<file path="src/rtl/branch_predictor_if.sv">
// Fetch/execute side bundle for the branch predictor: lookup request,
// registered prediction, and resolved-branch training.
interface branch_predictor_if;
  logic        lk_valid;
  logic [31:0] lk_pc;
  logic        flush;
  logic        pred_valid;
  logic [31:0] pred_pc;
  logic        pred_taken;
  logic [31:0] pred_target;
  logic        upd_valid;
  logic [31:0] upd_pc;
  logic        upd_taken;
  logic [31:0] upd_target;

  modport master (
    output lk_valid, lk_pc, flush, upd_valid, upd_pc, upd_taken, upd_target,
    input  pred_valid, pred_pc, pred_taken, pred_target
  );

  modport slave (
    input  lk_valid, lk_pc, flush, upd_valid, upd_pc, upd_taken, upd_target,
    output pred_valid, pred_pc, pred_taken, pred_target
  );
endinterface

</file>
<file path="src/rtl/branch_predictor.sv">
// Direct-mapped BTB with 2-bit saturating direction counters.
// One-cycle registered lookup, read-before-write against same-cycle training.
module branch_predictor #(
  parameter int INDEX_BITS = 6,
  parameter int TAG_BITS   = 8
) (
  input logic               clk,
  input logic               rst_n,
  branch_predictor_if.slave bus
);
  localparam int ENTRIES = 1 << INDEX_BITS;
  localparam int TAG_LO  = INDEX_BITS + 2;
  localparam int TAG_HI  = INDEX_BITS + TAG_BITS + 1;

  function automatic logic [1:0] sat_inc(input logic [1:0] c);
    return (c == 2'b11) ? 2'b11 : c + 2'b01;
  endfunction

  function automatic logic [1:0] sat_dec(input logic [1:0] c);
    return (c == 2'b00) ? 2'b00 : c - 2'b01;
  endfunction

  logic [ENTRIES-1:0]  valid_q, valid_d;
  logic [TAG_BITS-1:0] tag_q    [ENTRIES];
  logic [31:0]         target_q [ENTRIES];
  logic [1:0]          ctr_q    [ENTRIES];

  logic        pred_valid_q, pred_valid_d;
  logic [31:0] pred_pc_q, pred_pc_d;
  logic        pred_taken_q, pred_taken_d;
  logic [31:0] pred_target_q, pred_target_d;

  logic [INDEX_BITS-1:0] lk_idx, upd_idx;
  logic [TAG_BITS-1:0]   lk_tag, upd_tag;
  logic                  lk_hit, upd_hit;

  logic       ctr_wr, tgt_wr, tag_wr;
  logic [1:0] ctr_d;

  // Low two bits and bits above the tag field of the update PC carry no table information.
  logic unused_upd_bits;
  assign unused_upd_bits = ^{bus.upd_pc[31:TAG_HI+1], bus.upd_pc[1:0]};

  assign lk_idx  = bus.lk_pc[INDEX_BITS+1:2];
  assign lk_tag  = bus.lk_pc[TAG_HI:TAG_LO];
  assign lk_hit  = valid_q[lk_idx] && (tag_q[lk_idx] == lk_tag);

  assign upd_idx = bus.upd_pc[INDEX_BITS+1:2];
  assign upd_tag = bus.upd_pc[TAG_HI:TAG_LO];
  assign upd_hit = valid_q[upd_idx] && (tag_q[upd_idx] == upd_tag);

  always_comb begin
    pred_valid_d  = 1'b0;
    pred_pc_d     = pred_pc_q;
    pred_taken_d  = pred_taken_q;
    pred_target_d = pred_target_q;
    if (bus.lk_valid && !bus.flush) begin
      pred_valid_d = 1'b1;
      pred_pc_d    = bus.lk_pc;
      if (lk_hit && ctr_q[lk_idx][1]) begin
        pred_taken_d  = 1'b1;
        pred_target_d = target_q[lk_idx];
      end else begin
        pred_taken_d  = 1'b0;
        pred_target_d = bus.lk_pc + 32'd4;
      end
    end
  end

  always_comb begin
    valid_d = valid_q;
    ctr_wr  = 1'b0;
    tgt_wr  = 1'b0;
    tag_wr  = 1'b0;
    ctr_d   = 2'b10;
    if (bus.upd_valid) begin
      if (upd_hit) begin
        ctr_wr = 1'b1;
        tgt_wr = bus.upd_taken;
        ctr_d  = bus.upd_taken ? sat_inc(ctr_q[upd_idx]) : sat_dec(ctr_q[upd_idx]);
      end else if (bus.upd_taken) begin
        // Only taken branches allocate; new entries start weakly taken.
        valid_d[upd_idx] = 1'b1;
        tag_wr           = 1'b1;
        tgt_wr           = 1'b1;
        ctr_wr           = 1'b1;
        ctr_d            = 2'b10;
      end
    end
  end

  always_ff @(posedge clk or negedge rst_n) begin
    if (!rst_n) begin
      valid_q       <= '0;
      pred_valid_q  <= 1'b0;
      pred_pc_q     <= 32'd0;
      pred_taken_q  <= 1'b0;
      pred_target_q <= 32'd0;
    end else begin
      valid_q       <= valid_d;
      pred_valid_q  <= pred_valid_d;
      pred_pc_q     <= pred_pc_d;
      pred_taken_q  <= pred_taken_d;
      pred_target_q <= pred_target_d;
    end
  end

  // Payload storage is qualified by valid_q, so it needs no reset.
  always_ff @(posedge clk) begin
    if (tag_wr) tag_q[upd_idx]    <= upd_tag;
    if (tgt_wr) target_q[upd_idx] <= bus.upd_target;
    if (ctr_wr) ctr_q[upd_idx]    <= ctr_d;
  end

  assign bus.pred_valid  = pred_valid_q;
  assign bus.pred_pc     = pred_pc_q;
  assign bus.pred_taken  = pred_taken_q;
  assign bus.pred_target = pred_target_q;
endmodule
</file>
<file path="src/flat_wrapper.sv">
// flat-port wrapper written by rule: the top's interface ports become plain ports
module branch_predictor_flat 
#(
  parameter int INDEX_BITS = 6,
  parameter int TAG_BITS   = 8
)
  (clk, rst_n, bus_lk_valid, bus_lk_pc, bus_flush, bus_upd_valid, bus_upd_pc, bus_upd_taken, bus_upd_target, bus_pred_valid, bus_pred_pc, bus_pred_taken, bus_pred_target);
  branch_predictor_if bus_i ();
  input logic clk;
  input logic rst_n;
  input wire logic [$bits(bus_i.lk_valid)-1:0] bus_lk_valid;
  input wire logic [$bits(bus_i.lk_pc)-1:0] bus_lk_pc;
  input wire logic [$bits(bus_i.flush)-1:0] bus_flush;
  input wire logic [$bits(bus_i.upd_valid)-1:0] bus_upd_valid;
  input wire logic [$bits(bus_i.upd_pc)-1:0] bus_upd_pc;
  input wire logic [$bits(bus_i.upd_taken)-1:0] bus_upd_taken;
  input wire logic [$bits(bus_i.upd_target)-1:0] bus_upd_target;
  output wire logic [$bits(bus_i.pred_valid)-1:0] bus_pred_valid;
  output wire logic [$bits(bus_i.pred_pc)-1:0] bus_pred_pc;
  output wire logic [$bits(bus_i.pred_taken)-1:0] bus_pred_taken;
  output wire logic [$bits(bus_i.pred_target)-1:0] bus_pred_target;
  assign bus_i.lk_valid = bus_lk_valid;
  assign bus_i.lk_pc = bus_lk_pc;
  assign bus_i.flush = bus_flush;
  assign bus_i.upd_valid = bus_upd_valid;
  assign bus_i.upd_pc = bus_upd_pc;
  assign bus_i.upd_taken = bus_upd_taken;
  assign bus_i.upd_target = bus_upd_target;
  assign bus_pred_valid = bus_i.pred_valid;
  assign bus_pred_pc = bus_i.pred_pc;
  assign bus_pred_taken = bus_i.pred_taken;
  assign bus_pred_target = bus_i.pred_target;
  branch_predictor #(.INDEX_BITS(INDEX_BITS), .TAG_BITS(TAG_BITS)) u_core (.clk(clk), .rst_n(rst_n), .bus(bus_i));
endmodule
</file>
<file path="config.mk">
export PLATFORM = sky130hd
export DESIGN_NAME = branch_predictor_flat
export DESIGN_NICKNAME = d
export VERILOG_FILES = /design/src/rtl/branch_predictor_if.sv /design/src/rtl/branch_predictor.sv /design/src/flat_wrapper.sv
export SDC_FILE = /design/constraint.sdc
export NUM_CORES = 2
export LEC_CHECK = 0
export ABC_AREA = 1
export ABC_CLOCK_PERIOD_IN_PS = 4100
export BUFFER_PORTS_ARGS = -buffer_cell sky130_fd_sc_hd__buf_2
export CORE_ASPECT_RATIO = 1.1
export CORE_MARGIN = 2
export CORE_UTILIZATION = 45
export CTS_BUF_LIST = sky130_fd_sc_hd__clkbuf_4 sky130_fd_sc_hd__clkbuf_8 sky130_fd_sc_hd__clkbuf_16
export DETAILED_ROUTE_END_ITERATION = 7
export PLACE_DENSITY = 0.57
export SKIP_CTS_REPAIR_TIMING = 1
export SYNTH_ARGS = -nofsm -noshare
export SYNTH_HDL_FRONTEND = slang
export SYNTH_SLANG_ARGS = --single-unit
</file>
<file path="constraint.sdc">
create_clock -name clk -period 4.1 [get_ports clk]
set_input_delay 0.82 -clock clk [delete_from_list [all_inputs] [get_ports clk]]
set_output_delay 0.82 -clock clk [all_outputs]
set_load 0.01 [all_outputs]
</file>
# [Word-level counts from Yosys, hierarchy flattened]
# Memories as Yosys holds them, arrays and structs flattened.
# Cells that the tools add are included.
[op_classes] bitwise=2 n_lt_le_gt_ge=3 eq_ne=3 mux=27 n_reduce_logical=8 addsub=3
[op_table] op="$or A64 B64 Y64" count=1
[op_table] op="$add A32 B3 Y32 const B" count=1
[op_table] op="$mux W32" count=1
[op_table] op="$mux W1" count=18
[op_table] op="$eq A8 B8 Y1" count=2
[op_table] op="$lt A6 B7 Y1 const B" count=2
[op_table] op="$bmux W1 S6" count=2
[op_table] op="$mux W2" count=5
[op_table] op="$demux W1 S6" count=1
[op_table] op="$ge A6 B1 Y1 const B" count=1
[op_table] op="$logic_and A1 B1 Y1" count=5
[op_table] op="$reduce_and A3 Y1" count=1
[op_table] op="$add A2 B1 Y2 const B" count=1
[op_table] op="$eq A2 B2 Y1 const B" count=1
[op_table] op="$logic_not A2 Y1" count=1
[op_table] op="$sub A2 B1 Y2 const B" count=1
[op_table] op="$logic_not A1 Y1" count=1
[op_table] op="$not A1 Y1" count=1
[word_totals] ramBits=2688 mem_count=3 regBits=130 in_bits=102
[memory_table] name="u_core.target_q" words=64 word_bits=32 rd=1 rd_clocked_by_memory_dff=0 wr=1 line_no="branch_predictor.sv:25" source="logic [31:0] target_q [ENTRIES];"
[memory_table] name="u_core.tag_q" words=64 word_bits=8 rd=2 rd_clocked_by_memory_dff=0 wr=1 line_no="branch_predictor.sv:24" source="logic [TAG_BITS-1:0] tag_q [ENTRIES];"
[memory_table] name="u_core.ctr_q" words=64 word_bits=2 rd=2 rd_clocked_by_memory_dff=0 wr=1 line_no="branch_predictor.sv:26" source="logic [1:0] ctr_q [ENTRIES];"

# [Depth between registers and ports, before layout]
[depth] word_depth=7 ltp_mapped=25 mapped_depth_nobuf=22

# [Worst setup path after synthesis]
# No wires, ideal clock.
[synth_timing] path_kind="input -> register" start="input port bus_upd_pc[2]" end="memory u_core.ctr_q[0][0] (data pin)" path_slack_ps=-420 arrival_ps=4020 path_stages=18 t_required_ps=3600 cell_sequence="buf_6 buf_6 nand3_2 buf_4 inv_2 buf_6 a22oi_1 nand4_1 nand2_1 nand2_1 nor2_1 nand2_1 nand2_1 nand2_1 nor2_1 nand3_1 clkbuf_1 nor2_1"
[synth_via] elab_chain_cells=6 elab_cells_between_ends=15 classes_between="2 x add/sub; 2 x eq/ne; 7 x mux; 2 x reduce/logical; 2 x memory"
[synth_rtl] item="start, declared" line_no="flat_wrapper.sv:15" source="input wire logic [$bits(bus_i.upd_pc)-1:0] bus_upd_pc;"
[synth_rtl] item="$mem_v2 Z64 W2"
[synth_rtl] item="$sub A2 B1 Y2, or another cell as far along" line_no="branch_predictor.sv:20" source="return (c == 2'b00) ? 2'b00 : c - 2'b01;"
[synth_rtl] item="$mux W2 (on tied branches)" line_no="branch_predictor.sv:20, branch_predictor.sv:16"
[synth_rtl] item="$mux W2" line_no="branch_predictor.sv:80" source="ctr_d = bus.upd_taken ? sat_inc(ctr_q[upd_idx]) : sat_dec(ctr_q[upd_idx]);"
[synth_rtl] item="$mux W2 *" line_no="branch_predictor.sv:77" source="if (upd_hit) begin"
[synth_rtl] item="$mux W2 *" line_no="branch_predictor.sv:76" source="if (bus.upd_valid) begin"
[synth_rtl] item="net u_core.ctr_d[0]" line_no="branch_predictor.sv:38" source="logic [1:0] ctr_d;"
[synth_rtl] item="end, declared" line_no="branch_predictor.sv:26"
# The timed path passes the listed nets; every way through them passes the cells marked *. The select of a mux whose other input is x is not followed.

# [Worst setup path after layout]
[layout_timing] start="input port bus_upd_pc[4]" end="memory u_core.tag_q[8][4], enable pin"
[layout_via] elab_chain_cells=7 elab_cells_between_ends=9 classes_between="1 x eq/ne; 6 x mux; 1 x reduce/logical; 1 x memory"
[layout_rtl] item="$mem_v2 Z64 W8 or $bmux W1 S6 (tied branches)"
[layout_rtl] item="$eq A8 B8 Y1 or $mux W1 (tied branches)" line_no="branch_predictor.sv:50" source="assign upd_hit = valid_q[upd_idx] && (tag_q[upd_idx] == upd_tag);"
[layout_rtl] item="$logic_and A1 B1 Y1" line_no="branch_predictor.sv:50"
[layout_rtl] item="$mux W1" line_no="branch_predictor.sv:77"
[layout_rtl] item="$mux W1" line_no="branch_predictor.sv:76"
[layout_rtl] item="$mux W1" line_no="branch_predictor.sv:110" source="if (tag_wr) tag_q[upd_idx] <= upd_tag;"
[layout_rtl] item="$mux W1 (implied by the code)" line_no="branch_predictor.sv:110"
[layout_rtl] item="end, declared" line_no="branch_predictor.sv:24"
# Parallel ways exist; a longest one is shown, timed or not. The select of a mux whose other input is x is not followed.

==> flow_metrics.tcl <==
set metrics [dict create \
    synth_edf_count 2688 \
    cts_root_buf "clkbuf_16" \
    cts.sinks 2818 \
    coreArea_sq_mm 0.264 \
    async_flop_share_pct 4.61 \
    syn_nets 10579 \
    synth-seq-cells 2818 \
    critical_path_depth 21 \
    syn_avg_cell_area_sq_um 11.4 \
    final.setup.tns_ns 0 \
    grt_max_degree 152 \
    synth-seq-area-share_pct 70.2 \
    end_kind "register" \
    max_freq_mhz 250 \
    path_cells "buf_2 > inv_2 > nand3_2 > inv_2 > buf_4 > a22oi_1 > nand3b_1 > nand2_1 > nand2_1 > nor2_1 > nand2_1 > nand2_1 > nor2_1 > nand2_1 > nor2_1 > buf_4 > nand2_2 > buf_12 > buf_4 > nand2_1 > inv_1" \
    path_common_cell "nand2_1" \
    drtAntennaViolNets 0 \
    area_delta_synth_final_pct 15.8 \
    worst_pin_slew_ns 1.30 \
    cts_buffers 308 \
    drtIter0Drc 11639 \
    power_leakage_uw 0.0493 \
    grt_setup_unrepaired "false" \
    fp-row-count 198 \
    syn_inst 10476 \
    cellPowerDensity_mw_per_mm2 460 \
    place_hpwl_um 244000 \
    grt_overflow 0 \
    drtPass1Iterations 6 \
    timing.final.hold_violations 0 \
    initial_utilization_pct 45.2 \
    fin_crit_ns 3.99 \
    drv_cap 0 \
    final_cell_mix "edfxtp_1 (2688), nand2_1 (1868), o21ai_0 (1385)" \
    htree_levels 5 \
    synth_cell_types 48 \
    grt_first_pass_wirelength_um 580000 \
    vias_per_cell 5.99 \
    synth-main-ff-cell "edfxtp_1" \
    io_buffers 149 \
    antenna_found_initial 21 \
    worstHoldPathCells 3 \
    finalCritPeriodShare_pct 97.4 \
    hold_path.class "in2reg" \
    clk_pin_slew_ns 0.06 \
    wirelength_um 407000 \
    cpMaxStageDelayCell "inv_2" \
    wire_per_inst_um 28.0 \
    skew_ns 0.103 \
    groute.usage.overall_pct 29.5 \
    cp.arrival_ns 4.51 \
    cts_tree "done" \
    yosysWarnings 0 \
    dieArea_sq_mm 0.270 \
    crit_type "in2reg" \
    maxSlewViolCount 0 \
    layoutNonFillerInstCount 14524 \
    final_common_cell "edfxtp_1" \
    cp_top_family "buffers and inverters" \
    clkLatencyLatePin_ns 0.90 \
    fill_cells 22532 \
    cp_slowest_stage_delay_ns 0.51 \
    layout-drive-gt1-share_pct 12.9 \
    clockBufferDepth 4 \
    die_w_um 495 \
    critPathBufInv 8 \
    fin_ws_ns 0.106 \
    dp_cells 13982 \
    whs_ns 0.161 \
    netlist_area_sq_mm 0.120 \
    place_congestion 0.936 \
    fp.dieH_um 545 \
    cp.required_ns 4.62 \
    drc 0 \
    worst_slew_margin_rel_pct 13.1 \
    io_pins 168 \
    setup_viol 0 \
    cp-start-kind "input pin" \
    outcome "completed" \
    reg2reg_depth 19 \
    critPathMaxFanout 32 \
    vias 86986 \
    peakVddDrop_mv 0.374 \
    fin_nets 10896 \
    grt_pass1_vias 81985 \
    place_ws_ns -0.490 \
]
logic make-up after synthesis:
group           after synthesis  share of synthesized area [%]
compound gates             2489                           12.0
xor+xnor                     28                          0.205
fa+ha+maj                     1                         0.0105
buf+inv                    1306                           4.71
flops                      2818                           70.2
simple gates               3834                           12.8
worst reg2reg max path, cell delays in order, from the launching register on:
cell	delay, ns
edfxtp_1	0.39
nand2_1	0.08
o21ai_0	0.09
nand2_1	0.08
a21oi_1	0.08
o21ai_0	0.36
nand2_1	0.33
nor2_1	0.24
nand2_1	0.07
nand2_1	0.06
nand2_1	0.05
inv_1	0.05
nand2_1	0.05
nor2_1	0.35
buf_4	0.21
nand2_2	0.07
buf_12	0.19
buf_4	0.22
nand2_1	0.11
inv_1	0.24
flip-flops by register name, summed over array words and instances, names as in the netlist:
| signal | cells |
|---|---|
| u_core.target_q | 2048 |
| u_core.tag_q | 512 |
| u_core.ctr_q | 128 |
| u_core.valid_q | 64 |
| u_core.bus.pred_pc | 32 |
| u_core.bus.pred_target | 32 |
| u_core.bus.pred_taken | 1 |
| u_core.bus.pred_valid | 1 |
through the flow:
| step | utilization (%) | total power, uW | area [sq um] |
|---|---|---|---|
| floorplan | - | 34600 | 120000 |
| finish | 52.4 | 63700 | 138000 |
| CTS | 52.4 | 63900 | 138000 |
| global placement | 48.7 | 37100 | 129000 |
| global route | 52.4 | 65400 | 138000 |
| detailed placement | 48.7 | 37100 | 129000 |
metal layers:
| layer | GRT usage (%) | vias to the layer above | share of wire [%] |
|---|---|---|---|
| met5 | 0 | - | 0.0093 |
| met4 | 9.64 | 6 | 3.5 |
| met3 | 4.25 | 765 | 9.4 |
| met2 | 46.6 | 4570 | 46 |
| met1 | 42.0 | 43635 | 41 |
| li1 | - | 38010 | - |
worst paths after layout:
path / start / to / slack, ns
worst max-delay path: bus_upd_pc[4] / u_core.tag_q[8][4]$_DFFE_PP_ / 0.11
worst min-delay path: bus_lk_pc[31] / u_core.bus.pred_pc[31]$_DFFE_PN0P_ / 0.16
worst max register to register: u_core.tag_q[15][7]$_DFFE_PP_ / u_core.tag_q[8][4]$_DFFE_PP_ / 0.46
worst min register to register: u_core.valid_q[54]$_DFFE_PN0P_ / u_core.valid_q[54]$_DFFE_PN0P_ / 0.46
max in group asynchronous: rst_n / u_core.valid_q[33]$_DFFE_PN0P_ / 2.78
min in group asynchronous: rst_n / u_core.bus.pred_target[31]$_DFFE_PN0P_ / 0.46
synthesized netlist by cell type (4+ instances only):
master | instances | area [sq um]
o21bai_1 | 7 | 52.6
a21o_1 | 9 | 67.6
nand3_1 | 531 | 2660
edfxtp_1 | 2688 | 80700
buf_6 | 35 | 394
nand3b_1 | 5 | 37.5
a21oi_2 | 50 | 438
o21ai_1 | 46 | 230
o211a_1 | 4 | 40.0
buf_1 | 40 | 150
a22o_1 | 15 | 131
inv_1 | 541 | 2030
xor2_1 | 27 | 236
nand4_1 | 23 | 144
a22oi_1 | 41 | 308
inv_2 | 41 | 154
o21ai_0 | 1385 | 6930
nor3_1 | 20 | 100
nand2_2 | 5 | 31.3
a221oi_1 | 18 | 158
nand2_1 | 1870 | 7020
buf_2 | 248 | 1240
a21oi_1 | 218 | 1090
nor2_2 | 4 | 25.0
nor2_1 | 1356 | 5090
a31oi_1 | 18 | 113
nand3_2 | 7 | 70.1
o221ai_1 | 174 | 1520
clkbuf_1 | 360 | 1350
buf_4 | 39 | 293
o211ai_1 | 124 | 931
o22ai_1 | 373 | 2330
dfrtp_1 | 130 | 3250
nor2_4 | 4 | 45.0
area by class of cell:
cell class                      count  area (sq um)  area share, %
Tap cell                         3500          4380           3.16
Inverter                          584          2230           1.61
Timing Repair Buffer              729          7580           5.48
Multi-Input combinational cell   6352         30500           22.1
Antenna cell                        5          12.5        0.00904
Clock inverter                    138          1220          0.884
Clock buffer                      398          8500           6.14
Sequential cell                  2818         84000           60.7
power breakdown:
part           switching [uW]  internal [uW]
registers                82.6          31700
clock network           11400          15700
logic                    3450           1400
No activity file was read; power rests on OpenSTA's default activity.
